## src/rtl/pipe_io_master.sv

```systemverilog
// Bus master that polls the switch and key registers, then refreshes the six
// hex displays and the LED bank from the captured snapshots, one pass at a time.
module pipe_io_master (
  input  logic        resetn,
  input  logic        ram_clock,
  input  logic        enable,
  input  logic        grant,
  input  logic [31:0] rdata,
  output logic        req,
  output logic [31:0] addr,
  output logic [31:0] wdata,
  output logic        we,
  output logic        busy,
  output logic        done,
  output logic [9:0]  sw_snap,
  output logic [2:0]  key_snap,
  output logic [7:0]  pass_cnt
);

  localparam logic [31:0] ADDR_SW  = 32'hFFFF_FF00;
  localparam logic [31:0] ADDR_KEY = 32'hFFFF_FF10;
  localparam logic [31:0] ADDR_H0  = 32'hFFFF_FF20;
  localparam logic [31:0] ADDR_H1  = 32'hFFFF_FF30;
  localparam logic [31:0] ADDR_H2  = 32'hFFFF_FF40;
  localparam logic [31:0] ADDR_H3  = 32'hFFFF_FF50;
  localparam logic [31:0] ADDR_H4  = 32'hFFFF_FF60;
  localparam logic [31:0] ADDR_H5  = 32'hFFFF_FF70;
  localparam logic [31:0] ADDR_LED = 32'hFFFF_FF80;
  localparam logic [31:0] BLANK    = 32'h0000_007F;

  typedef enum logic [3:0] {
    IDLE, RD_SW, WT_SW, RD_KEY, WT_KEY,
    WR_H0, WR_H1, WR_H2, WR_H3, WR_H4, WR_H5, WR_LED, DONE
  } state_t;

  state_t state, state_nxt;
  logic   wr_state;
  logic   unused_rdata;

  assign unused_rdata = ^{rdata[31:10], rdata[0]};

  // Active-low segments, bit 6 = g ... bit 0 = a.
  function automatic logic [6:0] seg(input logic [3:0] d);
    logic [6:0] s;
    case (d)
      4'h0: s = 7'h40;
      4'h1: s = 7'h79;
      4'h2: s = 7'h24;
      4'h3: s = 7'h30;
      4'h4: s = 7'h19;
      4'h5: s = 7'h12;
      4'h6: s = 7'h02;
      4'h7: s = 7'h78;
      4'h8: s = 7'h00;
      4'h9: s = 7'h10;
      4'hA: s = 7'h08;
      4'hB: s = 7'h03;
      4'hC: s = 7'h46;
      4'hD: s = 7'h21;
      4'hE: s = 7'h06;
      default: s = 7'h0E;
    endcase
    return s;
  endfunction

  always_ff @(posedge ram_clock or negedge resetn) begin
    if (!resetn) state <= IDLE;
    else         state <= state_nxt;
  end

  // A lost grant in a wait state invalidates the registered read, so the read is reissued.
  always_comb begin
    state_nxt = state;
    case (state)
      IDLE:    if (enable) state_nxt = RD_SW;
      RD_SW:   if (grant) state_nxt = WT_SW;
      WT_SW:   state_nxt = grant ? RD_KEY : RD_SW;
      RD_KEY:  if (grant) state_nxt = WT_KEY;
      WT_KEY:  state_nxt = grant ? WR_H0 : RD_KEY;
      WR_H0:   if (grant) state_nxt = WR_H1;
      WR_H1:   if (grant) state_nxt = WR_H2;
      WR_H2:   if (grant) state_nxt = WR_H3;
      WR_H3:   if (grant) state_nxt = WR_H4;
      WR_H4:   if (grant) state_nxt = WR_H5;
      WR_H5:   if (grant) state_nxt = WR_LED;
      WR_LED:  if (grant) state_nxt = DONE;
      DONE:    state_nxt = enable ? RD_SW : IDLE;
      default: state_nxt = IDLE;
    endcase
  end

  always_comb begin
    addr     = '0;
    wdata    = '0;
    wr_state = 1'b0;
    case (state)
      RD_SW, WT_SW:   addr = ADDR_SW;
      RD_KEY, WT_KEY: addr = ADDR_KEY;
      WR_H0: begin
        addr     = ADDR_H0;
        wdata    = {25'b0, seg(sw_snap[3:0])};
        wr_state = 1'b1;
      end
      WR_H1: begin
        addr     = ADDR_H1;
        wdata    = {25'b0, seg(sw_snap[7:4])};
        wr_state = 1'b1;
      end
      WR_H2: begin
        addr     = ADDR_H2;
        wdata    = {25'b0, seg({2'b0, sw_snap[9:8]})};
        wr_state = 1'b1;
      end
      WR_H3: begin
        addr     = ADDR_H3;
        wdata    = {25'b0, seg({1'b0, key_snap})};
        wr_state = 1'b1;
      end
      WR_H4: begin
        addr     = ADDR_H4;
        wdata    = BLANK;
        wr_state = 1'b1;
      end
      WR_H5: begin
        addr     = ADDR_H5;
        wdata    = BLANK;
        wr_state = 1'b1;
      end
      WR_LED: begin
        addr     = ADDR_LED;
        wdata    = {22'b0, sw_snap};
        wr_state = 1'b1;
      end
      default: ;
    endcase
  end

  assign we   = wr_state & grant;
  assign busy = (state != IDLE);
  assign req  = busy;
  assign done = (state == DONE);

  always_ff @(posedge ram_clock or negedge resetn) begin
    if (!resetn) begin
      sw_snap  <= '0;
      key_snap <= '0;
      pass_cnt <= '0;
    end else begin
      if (state == WT_SW && grant)  sw_snap  <= rdata[9:0];
      if (state == WT_KEY && grant) key_snap <= rdata[3:1];
      if (state == DONE)            pass_cnt <= pass_cnt + 8'd1;
    end
  end

endmodule
```

## config.mk

```make
export PLATFORM = sky130hd
export DESIGN_NAME = pipe_io_master
export DESIGN_NICKNAME = d
export VERILOG_FILES = /design/src/rtl/pipe_io_master.sv
export SDC_FILE = /design/constraint.sdc
export NUM_CORES = 1
export LEC_CHECK = 0
export CORE_AREA = 8 8 88 90
export DETAILED_ROUTE_END_ITERATION = 6
export DIE_AREA = 0 0 96 98
export GPL_TIMING_DRIVEN = 1
export PLACE_DENSITY = 0.78
export SYNTH_ARGS = -nofsm -noshare
export SYNTH_HDL_FRONTEND = slang
export SYNTH_SLANG_ARGS = --single-unit
```

## constraint.sdc

```tcl
create_clock -name ram_clock -period 4.1 [get_ports ram_clock]
set_clock_uncertainty 0.1 [all_clocks]
set_input_delay 0.82 -clock ram_clock [delete_from_list [all_inputs] [get_ports ram_clock]]
set_output_delay 0.82 -clock ram_clock [all_outputs]
set_load 0.01 [all_outputs]
```

# Word-level counts from Yosys, hierarchy flattened
# Memories as Yosys holds them, arrays and structs flattened.
# Index checks and enable logic that the tools add are counted.
[totals]
romBits = 280
elab_cells = 62
output_inout_bits = 89
register_bits = 25
memories = 3
inputBits = 36
[classes]
eq_ne = 25
reduce_logical = 10
bitwise_logic = 1
muxes = 18
add_sub_neg = 1
[memory_table]
columns = ["name", "words", "width", "read_ports", "rd_clocked_by_memory_dff", "wr", "line", "rtl"]
rows = [
  ["(name not given)", 16, 7, 1, 0, 0, "45", "case (d)"],
  ["(name not given)", 16, 7, 1, 0, 0, "45", ""],
  ["(name not given)", 8, 7, 1, 0, 0, "45", ""],
]
[op_table]
columns = ["operator", "n"]
rows = [
  ["32-bit case mux with 9 select lines", 1],
  ["10-bit case mux with 6 select lines", 1],
  ["4-bit case mux with 13 select lines", 1],
  ["4-bit two-way mux", 10],
  ["7-bit case mux with 4 select lines", 1],
  ["4-bit == test, second input constant", 5],
  ["2-bit inequality test, second input constant", 10],
  ["4-bit by 3-bit == test with 1-bit output, second input constant", 4],
  ["10-bit AND reduction", 1],
  ["8-bit by 1-bit adder with 8-bit output, second input constant", 1],
  ["4-bit by 2-bit == test with 1-bit output, second input constant", 2],
  ["7-bit OR reduction", 1],
  ["2-bit OR reduction", 3],
  ["2-bit == test, second input constant", 2],
  ["4-bit by 1-bit == test with 1-bit output, second input constant", 1],
  ["4-bit zero test", 1],
  ["4-bit nonzero test", 1],
  ["3-bit two-way mux", 1],
  ["2-bit by 1-bit == test with 1-bit output, second input constant", 1],
  ["1-bit logical AND", 2],
  ["2-bit zero test", 1],
  ["1-bit two-way mux", 2],
  ["2-bit two-way mux", 1],
  ["1-bit AND", 1],
]

# Depth between registers and ports, before layout
[depth]
word_depth = 4
ltp_mapped = 6
depth_no_buf = 6

# Worst setup path after synthesis
# OpenSTA, ideal clock, no wires.
[synth_timing]
path_kind = "reg-to-output"
startpoint = "register state[0]"
endpoint = "output addr[10]"
path_slack_ns = 0.556
stages_incl_launch_ff = 5
arrival_time_ns = 2.624
required_ns = 3.180
cell_sequence = "dfrtp_1 -> buf_2 -> or3_1 -> a21boi_0 -> buf_4"
[synth_via]
elab_chain_len = 3
[synth_rtl]
columns = ["item", "line", "rtl"]
rows = [
  ["start, declared", "36", "state_t state, state_nxt;"],
  ["start signal, assigned", "68", "else state <= state_nxt;"],
  ["4-bit by 3-bit == test with 1-bit output (tied with other cells)", "96", "case (state)"],
  ["2-bit OR reduction", "96", ""],
  ["32-bit case mux with 9 select lines *", "96", ""],
  ["end, declared", "10", "output logic [31:0] addr,"],
]
# Every way passes the cells marked *; elsewhere a longest branch is shown, timed or not.

# Final worst setup path
[layout_timing]
startpoint = "register state[0]"
endpoint = "output wdata[4]"
[layout_via]
elab_chain_len = 3
[layout_rtl]
columns = ["item", "line", "rtl"]
rows = [
  ["4-bit == test", "96", ""],
  ["2-bit OR reduction (no line)", "-", ""],
  ["10-bit case mux with 6 select lines *", "96", ""],
  ["end, declared", "11", "output logic [31:0] wdata,"],
]
# Marked as above.

==> reports/qor.yml <==
outcome:
  outcome: "finished clean"
sta:
  worst_slew_pin_slew_ns: 0.773
  max_freq_ghz: 0.278
  hold_violations: 0
  worst_slew_slack_as_a_fraction_of_its_limit: 0.484
  setup_tns_ns: 0
  setup-violations-final: 0
  rsz0062_at_grt: "no"
  final.min_clock_period_ns: 3.59
  final_min_period_over_clock_period: 0.876
  timing.final.max_slew_violations: 0
routing:
  detail_route.wirelength_um: 6250
  vias: 2095
  drt-wirelength-per-cell_um: 15.4
  detailedRoute.firstPassIterationCount: 4
  post_drt_via_cell_ratio: 5.15
  drt_iter0_markers: 187
  route.antenna.remaining_nets: 0
  drc_violation_count_after_routing: 0
pwr:
  portion_of_total_power_attributed_to_the_clock_network: 0.062
  p_int_w: 0.00135
  seq_power_share: 0.243
  worst_ir_drop_vdd_mv: 0.395
  power-per-cell-area_nw_per_um2: 791
  power_switching_w: 0.00110
  power.static_leakage_nw: 1.40
  power.switching_fraction: 0.449
  comb_power_share: 0.695
logic_synthesis:
  post_synth_num_cell_types: 52
  syn-instance-count: 285
  synth.yosys.seq_area_share: 0.248
  asyncSetResetFlopFracSynth: 1.00
  most_used_dff_post_synth: "sky130_fd_sc_hd__dfrtp_1"
  post_synth_edffs: 0
  synth_seq_cells: 25
  syn_avg_cell_area_um2: 8.87
  synth_area_um2: 2530
  synth.yosys.warnings: 0
floorplanning:
  chipWidth_um: 96
  rows: 30
  ios: 125
  core_ar_um2: 6490
  initial_utilization: 0.389
  dieHeight_um: 98
  fp.dieArea_um2: 9410
clock_tree:
  clkSlewWorstSetupHoldPaths_ns: 0.09
  cts_repair_resize_count: 0
  htree_num_levels: 1
  cts_hold_buf: 0
  cts_setup_buffers: 0
  clock_tree_from_tritoncts: "built"
  clock-sinks: 25
  clock_latency_ns: 0.27
  cts_max_path_buffers: 2
  inserted_clock_buffers: 3
  cts_root_buffer: "sky130_fd_sc_hd__clkbuf_8"
placed_design:
  routabilityCongestion: 0.913
  buffer_ports.inserted: 76
  detailed_place_hpwl_um: 4940
  dpl_cell_area_um2: 3040
global_route:
  via_count_of_the_first_global_routing_pass: 1950
  met1_grt_util: 0.165
  grt_use_total: 0.124
  antenna_violations_before_repair: 0
  grt_overflow: 0
  grtUsageMet3: 0.0299
  grt-busiest-layer: "met2"
  grt.met2_usage: 0.201
  grt_start_max_net_pins: 26
  global_route_wire_length_before_repair_um: 9740
layout:
  diodes: 0
  most-common-layout-cells: "sky130_fd_sc_hd__clkdlybuf4s50_1 (76), sky130_fd_sc_hd__conb_1 (26), sky130_fd_sc_hd__dfrtp_1 (25)"
  post-route-cell-area_um2: 3090
  final_common_cell: "sky130_fd_sc_hd__clkdlybuf4s50_1"
  area_delta_synth_final_pct: 22.1
  nNetsFinal: 384
  post_route_cells_drive_above_1_share: 0.0765
critical_path:
  classification_of_the_worst_setup_path: "reg -> out"
  worst-path-max-fanout: 25
  worst-endpoint-arrival_ns: 2.67
  worst_ep_required_time_ns: 3.18
  crit_path_start_kind: "flop"
  end_kind: "output port"
  reg2reg_slack_ns: 1.91
hold_path:
  worst_min_delay_path_category: "reg -> reg"
job:
  max_cap_violations: 0
metrics by stage:
stage,setup WS (ns),instances,utilization,hold WS [ns],power (W)
after CTS,0.519,407,0.475,0.396,0.00246
after global placement,0.857,403,0.468,0.363,0.00226
after floorplan,0.556,310,-,0.407,0.00172
final,0.508,407,0.475,0.387,0.00244
after detailed placement,0.830,403,0.468,0.379,0.00230
after global routing,0.359,407,0.475,0.417,0.00263
power by group through the flow:
stage                     logic (W)  clock network (W)  registers [W]
final                       0.00170           0.000151       0.000594
after global routing        0.00184           0.000164       0.000628
after CTS                   0.00171           0.000156       0.000592
after detailed placement    0.00170                  0       0.000596
after global placement      0.00167                  0       0.000595
after floorplan             0.00124                  0       0.000479
routing by layer:
layer  up-vias  part of all wire
met3         6              0.11
met2       113              0.46
met4         0            0.0082
met5         -                 0
met1       978              0.42
li1        998                 -
critical path: stages, from the launching register on:
cell                              delay, ns
sky130_fd_sc_hd__dfrtp_1               0.77
sky130_fd_sc_hd__nand2b_1              0.28
sky130_fd_sc_hd__a2111o_1              0.44
sky130_fd_sc_hd__o311ai_1              0.11
sky130_fd_sc_hd__a221o_1               0.22
sky130_fd_sc_hd__clkdlybuf4s50_1       0.56
kinds of logic (layout without fill, tap and decap cells):
| group | after synthesis | count (layout) | share of synthesized area |
|---|---|---|---|
| flip-flops | 25 | 25 | 0.248 |
| multiplexers | 22 | 22 | 0.120 |
| AND/OR/NAND/NOR | 77 | 77 | 0.161 |
| XOR/XNOR | 8 | 8 | 0.0277 |
| buffers and inverters | 78 | 95 | 0.200 |
| adder cells (fa/ha/maj) | 20 | 20 | 0.0990 |
| AO/OA/AOI/OAI | 54 | 54 | 0.144 |
| other | 1 | 26 | 0.00148 |
Yosys cell counts (all sizes together) (5+ instances only):
cell,number,area (µm²)
xnor2,5,43.8
dfrtp,25,626
nor2,11,41.3
nand2b,11,76.3
a21oi,11,55.1
ha,20,250
clkbuf,5,18.8
o21ai,12,60.1
nand2,23,86.3
inv,13,48.8
mux2,17,229
nand3,7,35.0
o211ai,6,45.0
buf,60,437
flip-flops by register name (all words and copies together) (netlist names):
signal,flops
sw_snap,10
pass_cnt,8
state,4
key_snap,3
path summary, 6_finish.rpt:
kind | startpoint | endpoint | depth (start not counted)
min in group asynchronous | resetn | pass_cnt[2] | 2
hold / removal | pass_cnt[7] | pass_cnt[7] | 1
hold reg to reg | pass_cnt[7] | pass_cnt[7] | 1
setup / recovery | state[0] | wdata[4] | 5
max in group asynchronous | resetn | sw_snap[9] | 2
setup reg to reg | state[0] | sw_snap[6] | 3
area by class of cell:
type	count	area [µm²]
Clock buffer	4	45.0
Fill cell	630	3410
Inverter	13	48.8
Multi-Input combinational cell	207	1490
Sequential cell	25	626
Tap cell	80	100
Timing Repair Buffer	78	776
(Power assumes the default switching activity.)
